File: config.mk
export PLATFORM = sky130hd
export DESIGN_NAME = memstream_loader
export DESIGN_NICKNAME = d
export VERILOG_FILES = /design/src/rtl/memstream_loader.sv
export SDC_FILE = /design/constraint.sdc
export NUM_CORES = 1
export LEC_CHECK = 0
export ABC_AREA = 1
export BUFFER_PORTS_ARGS = -buffer_cell sky130_fd_sc_hd__buf_2
export CAP_MARGIN = 20
export CORE_MARGIN = 3
export CORE_UTILIZATION = 25
export DETAILED_ROUTE_END_ITERATION = 16
export GPL_TIMING_DRIVEN = 0
export RECOVER_POWER = 50
export SETUP_SLACK_MARGIN = 0.05
export SLEW_MARGIN = 20
export SYNTH_ARGS = -nofsm -noshare
export SYNTH_HDL_FRONTEND = slang
export SYNTH_SLANG_ARGS = --single-unit
File: constraint.sdc
create_clock -name aclk -period 2.8 [get_ports aclk]
set_input_delay 0.42 -clock aclk [delete_from_list [all_inputs] [get_ports aclk]]
set_output_delay 0.42 -clock aclk [all_outputs]
set_load 0.03 [all_outputs]
File: src/rtl/memstream_loader.sv
// memstream_loader: turns a load command plus an AXI-Stream of words into memstream config-port writes.
// Define MEMSTREAM_LOADER_VERIFY_EN to compile in the read-back checksum pass over the loaded region.
module memstream_loader #(
    parameter int MEM_DEPTH    = 9216,
    parameter int MEM_WIDTH    = 32,
    parameter int READ_LATENCY = 2
) (
    input  logic                 aclk,
    input  logic                 aresetn,
    input  logic                 cmd_valid,
    output logic                 cmd_ready,
    input  logic [31:0]          cmd_addr,
    input  logic [31:0]          cmd_len,
    input  logic                 s_axis_tvalid,
    output logic                 s_axis_tready,
    input  logic [MEM_WIDTH-1:0] s_axis_tdata,
    output logic [31:0]          config_address,
    output logic                 config_ce,
    output logic                 config_we,
    output logic [MEM_WIDTH-1:0] config_d0,
    input  logic [MEM_WIDTH-1:0] config_q0,
    output logic                 done,
    output logic                 err,
    output logic                 busy
);
    localparam logic [31:0] DEPTH     = 32'(MEM_DEPTH);
    localparam logic [31:0] LAST_ADDR = 32'(MEM_DEPTH - 1);

`ifdef MEMSTREAM_LOADER_VERIFY_EN
    typedef enum logic [2:0] {IDLE, WRITE, VERIFY_RD, VERIFY_WAIT, FIN} state_t;
`else
    typedef enum logic [1:0] {IDLE, WRITE, FIN} state_t;
`endif

    state_t      state;
    state_t      next_state;
    logic [31:0] ptr;
    logic [31:0] remaining;
    logic [31:0] ptr_next;
    logic        cmd_fire;
    logic        beat_fire;
    logic        last_beat;
    logic        cmd_bad_addr;
    logic        cmd_empty;

    assign cmd_fire     = cmd_valid & cmd_ready;
    assign beat_fire    = s_axis_tvalid & s_axis_tready;
    assign last_beat    = (remaining == 32'd1);
    assign ptr_next     = (ptr == LAST_ADDR) ? 32'd0 : ptr + 32'd1;
    assign cmd_bad_addr = (cmd_addr >= DEPTH);
    assign cmd_empty    = (cmd_len == 32'd0);

`ifdef MEMSTREAM_LOADER_VERIFY_EN
    logic [31:0]             base_addr;
    logic [31:0]             base_len;
    logic [MEM_WIDTH-1:0]    wr_sum;
    logic [MEM_WIDTH-1:0]    rd_sum;
    logic [READ_LATENCY-1:0] rd_pending;
    logic                    rd_strobe;
    logic                    rd_drained;

    // A read is in flight from its registered strobe until its data is folded into rd_sum.
    assign rd_strobe  = config_ce & ~config_we;
    assign rd_drained = ~rd_strobe & (rd_pending == '0);
`else
    logic unused_q0;
    assign unused_q0 = ^config_q0;
`endif

    always_ff @(posedge aclk or negedge aresetn) begin
        if (!aresetn) begin
            state <= IDLE;
        end else begin
            state <= next_state;
        end
    end

    always_comb begin
        next_state    = state;
        cmd_ready     = 1'b0;
        s_axis_tready = 1'b0;
        done          = 1'b0;
        busy          = 1'b1;
        case (state)
            IDLE: begin
                // Gated by reset so the command port stays closed while reset is held.
                cmd_ready = aresetn;
                busy      = 1'b0;
                if (cmd_fire) begin
                    next_state = (cmd_bad_addr || cmd_empty) ? FIN : WRITE;
                end
            end
            WRITE: begin
                s_axis_tready = 1'b1;
                if (beat_fire && last_beat) begin
`ifdef MEMSTREAM_LOADER_VERIFY_EN
                    next_state = VERIFY_RD;
`else
                    next_state = FIN;
`endif
                end
            end
`ifdef MEMSTREAM_LOADER_VERIFY_EN
            VERIFY_RD: begin
                if (last_beat) begin
                    next_state = VERIFY_WAIT;
                end
            end
            VERIFY_WAIT: begin
                if (rd_drained) begin
                    next_state = FIN;
                end
            end
`endif
            FIN: begin
                done       = 1'b1;
                next_state = IDLE;
            end
            default: next_state = IDLE;
        endcase
    end

    always_ff @(posedge aclk or negedge aresetn) begin
        if (!aresetn) begin
            ptr            <= '0;
            remaining      <= '0;
            err            <= 1'b0;
            config_ce      <= 1'b0;
            config_we      <= 1'b0;
            config_address <= '0;
            config_d0      <= '0;
        end else begin
            config_ce <= 1'b0;
            config_we <= 1'b0;
            case (state)
                IDLE: begin
                    if (cmd_fire) begin
                        ptr       <= cmd_addr;
                        remaining <= cmd_len;
                        err       <= cmd_bad_addr;
                    end
                end
                WRITE: begin
                    if (beat_fire) begin
                        config_ce      <= 1'b1;
                        config_we      <= 1'b1;
                        config_address <= ptr;
                        config_d0      <= s_axis_tdata;
                        ptr            <= ptr_next;
                        remaining      <= remaining - 32'd1;
`ifdef MEMSTREAM_LOADER_VERIFY_EN
                        // Rewind to the start of the region for the read-back pass.
                        if (last_beat) begin
                            ptr       <= base_addr;
                            remaining <= base_len;
                        end
`endif
                    end
                end
`ifdef MEMSTREAM_LOADER_VERIFY_EN
                VERIFY_RD: begin
                    config_ce      <= 1'b1;
                    config_address <= ptr;
                    ptr            <= ptr_next;
                    remaining      <= remaining - 32'd1;
                end
                VERIFY_WAIT: begin
                    if (rd_drained) begin
                        err <= (rd_sum != wr_sum);
                    end
                end
`endif
                default: ;
            endcase
        end
    end

`ifdef MEMSTREAM_LOADER_VERIFY_EN
    always_ff @(posedge aclk or negedge aresetn) begin
        if (!aresetn) begin
            base_addr  <= '0;
            base_len   <= '0;
            wr_sum     <= '0;
            rd_sum     <= '0;
            rd_pending <= '0;
        end else begin
            rd_pending[0] <= rd_strobe;
            for (int i = 1; i < READ_LATENCY; i++) begin
                rd_pending[i] <= rd_pending[i-1];
            end
            if (rd_pending[READ_LATENCY-1]) begin
                rd_sum <= rd_sum ^ config_q0;
            end
            if (cmd_fire) begin
                base_addr <= cmd_addr;
                base_len  <= cmd_len;
                wr_sum    <= '0;
                rd_sum    <= '0;
            end else if (beat_fire) begin
                wr_sum <= wr_sum ^ s_axis_tdata;
            end
        end
    end
`endif

endmodule

==> results.toml <==
[clock_tree]
clockBufferDepth = 2
clk_pin_slew_ns = 0.07
clk-insertion-delay-late_ns = 0.43
cts_tree = "yes"
cts-root-buf = "clkbuf_16"
h-tree-depth = 4
cts_buffers = 17
cts.sinks = 132
cts_resized = 0

[floorplanning]
rows = 63
die_x_um = 182.4
fp.dieArea_um2 = 33250
die_y_um = 182.4
coreArea_um2 = 30110
ios = 203
initial_utilization_pct = 25.82

[layout]
layout_common_cells = "nand2_1 (417), nor2_1 (168), buf_2 (154), dfrtp_1 (132), inv_1 (110)"
fin_nets = 1486
stdcell_area_um2 = 9729
regArea_um2 = 3303
synthToLayoutAreaGrowth_pct = 25.14
final_common_cell = "nand2_1"
multiInputGateArea_um2 = 3824
drive_gt1_share_pct = 16.21
fillCellCount = 3348

[setup_path]
criticalPathCategory = "in2reg"
cp_num_buf_inv = 6
path_cells = "dlygate4sd3_1, buf_8, buf_16, inv_1, nor2_2, nand2_2, nand2_4, clkbuf_1, nand2_1, nand2_1, inv_1"
critPathArrivalTime_ns = 2.89
crit_fanout = 87
critPathSlowestCell = "clkbuf_1"
slowest_delay_ns = 0.67
required_ns = 3.12
endpoint_kind = "register"
startpoint_type = "input port"
r2r-start = "state[0]$_DFFE_PN0P_"
crit_start = "aresetn"
path_delay_family = "buffers and inverters"

[yosys]
synth_cells = 1159
ys_seq_elements = 132
yosysUniqueCellTypes = 34
synth.mux.area_fraction_pct = 0
synth_top_family_by_area = "simple AND/OR/NAND/NOR gates"
synth_xor_area_share_pct = 0.5632
synthSimpleGateAreaFrac_pct = 36.98
synth_compound_area_share_pct = 11.15
synth-edff-count = 0
syn_area_um2 = 7775
synthAdderAreaFrac_pct = 0.4828
synth_nets = 1294
syn_avg_cell_area_um2 = 6.708
synthArstFlopShare_pct = 100.0
yosys_most_used_dff = "dfrtp_1"
yosysWarnings = 0
synth_seq_area_share_pct = 42.48

[detailed_routing]
wirelength_um = 29720
drt_iter0_drc = 670
vias = 8355
final_antenna_net_count = 0
wire_per_inst_um = 16.94
firstDrtPassIters = 5
drc = 0
vias_per_cell = 4.763

[min_path]
hold_path_class = "in2reg"
min_from = "s_axis_tdata[2]"

[flow_run]
maxCapViolations = 0

[placed_design]
globalplace.congestion = 0.9408
io_buffer_count = 170
dpl_cell_area_um2 = 9151
dpl.hpwl_um = 22870

[timing]
drv_slew = 0
skew_ns = 0.009992
post-route-period-util_pct = 92.00
hold_ws_ns = 0.1892
rsz0062_at_grt = "false"
min_period_ns = 2.576
hold_viol = 0
fmax_mhz = 388.2
tightestPinTransition_ns = 1.213
maxSlewHeadroom_pct = 19.13
setup_viol = 0

[power]
leakage_uw = 0.004774
powerDensity_nw_per_um2 = 587.3
ir_drop_mv = 0.4032

[global_route]
grt_usage_pct = 17.62
grt_start_max_net_pins = 88
first_global_vias = 7916
antenna_found_initial = 2
grt-ovfl-total = 0
grt_pass1_wl_um = 45150

[outcome]
outcome = "finished, final reports clean"
## synth_stat cells, types with 4 or more instances
library cell	count	area, um2
nand2_1	417	1565
nor2_1	168	630.6
dfrtp_1	132	3303
inv_1	110	412.9
o21ai_0	76	380.4
nand3_1	73	365.4
a21oi_1	52	260.3
buf_2	20	100.1
nand4_1	17	106.4
clkbuf_1	13	48.80
a22oi_1	12	90.09
nor2_2	7	43.79
nand2_2	5	31.28
xor2_1	5	43.79
a21oi_2	4	35.03
a31oi_1	4	25.02
buf_1	4	15.01
inv_2	4	15.01
nand3b_1	4	30.03
nor3_1	4	20.02
o211ai_1	4	30.03
o22ai_1	4	25.02
## state kept, by name, summed over array words and instances, names as in the netlist
| signal | count |
|---|---|
| config_address | 32 |
| config_we | 1 |
| ptr | 32 |
| config_d0 | 32 |
| err | 1 |
| state | 2 |
| remaining | 32 |
## final timing paths
check                                                  to  slack (ns)  depth (start not counted)
setup reg to reg                remaining[26]$_DFFE_PN0P_        0.55                          6
hold reg to reg                  config_d0[8]$_DFFE_PN0P_        0.47                          2
setup / recovery                remaining[20]$_DFFE_PN0P_        0.22                         11
min in group asynchronous       remaining[19]$_DFFE_PN0P_        0.58                          3
max in group asynchronous  config_address[10]$_DFFE_PN0P_        1.12                          3
hold / removal                   config_d0[2]$_DFFE_PN0P_        0.19                          3
## tightest hold or removal path, cell delays in order
cell	delay [ns]
buf_2	0.07
nand2_1	0.04
nand2_1	0.05
## area by class of cell
cell class                      count  area share [%]
Timing Repair Buffer              173           8.835
Tap cell                          390           5.015
Inverter                          114           4.398
Buffer                             43           2.263
Clock buffer                       17           4.372
Multi-Input combinational cell    870           39.30
Antenna cell                        1         0.02572
Sequential cell                   132           33.95
Clock inverter                     14           1.839
## routing by layer
metal	part of all wire [%]	global-route usage, %
met5	0.034	0
met4	2.4	5.545
met3	6.7	3.149
met2	46	29.18
met1	44	23.42
## where the power goes
part           switching [uW]  internal, uW  total, uW
Sequential                223          2100       2320
Combinational             711           327       1040
Clock                     942          1410       2350
Total                    1880          3840       5710
## stage by stage
| step | util, % | TNS [ns] | setup WS [ns] | total power (uW) | instances |
|---|---|---|---|---|---|
| floorplan | - | 0 | 0.8831 | 2954 | 1159 |
| global placement | 30.27 | -207.20 | -1.772 | 3363 | 1719 |
| detailed placement | 30.39 | 0 | 0.04270 | 3387 | 1720 |
| global route | 32.31 | 0 | 0.09511 | 6005 | 1754 |
| finish | 32.31 | 0 | 0.2241 | 5714 | 1754 |
| CTS | 32.52 | 0 | 0.1987 | 5751 | 1753 |
## logic make-up after synthesis
family,count (synthesis)
simple gates,703
compound gates,159
buf+inv,157
flops,132
xor+xnor,5
fa+ha+maj,3
## repair_timing
| action | CTS | global route |
|---|---|---|
| endpoints found under the hold margin | 46 | 0 |
| setup buffers | 0 | 0 |
| hold buffers | 2 | 0 |
Note: power is estimated with default switching activity, not from simulation.
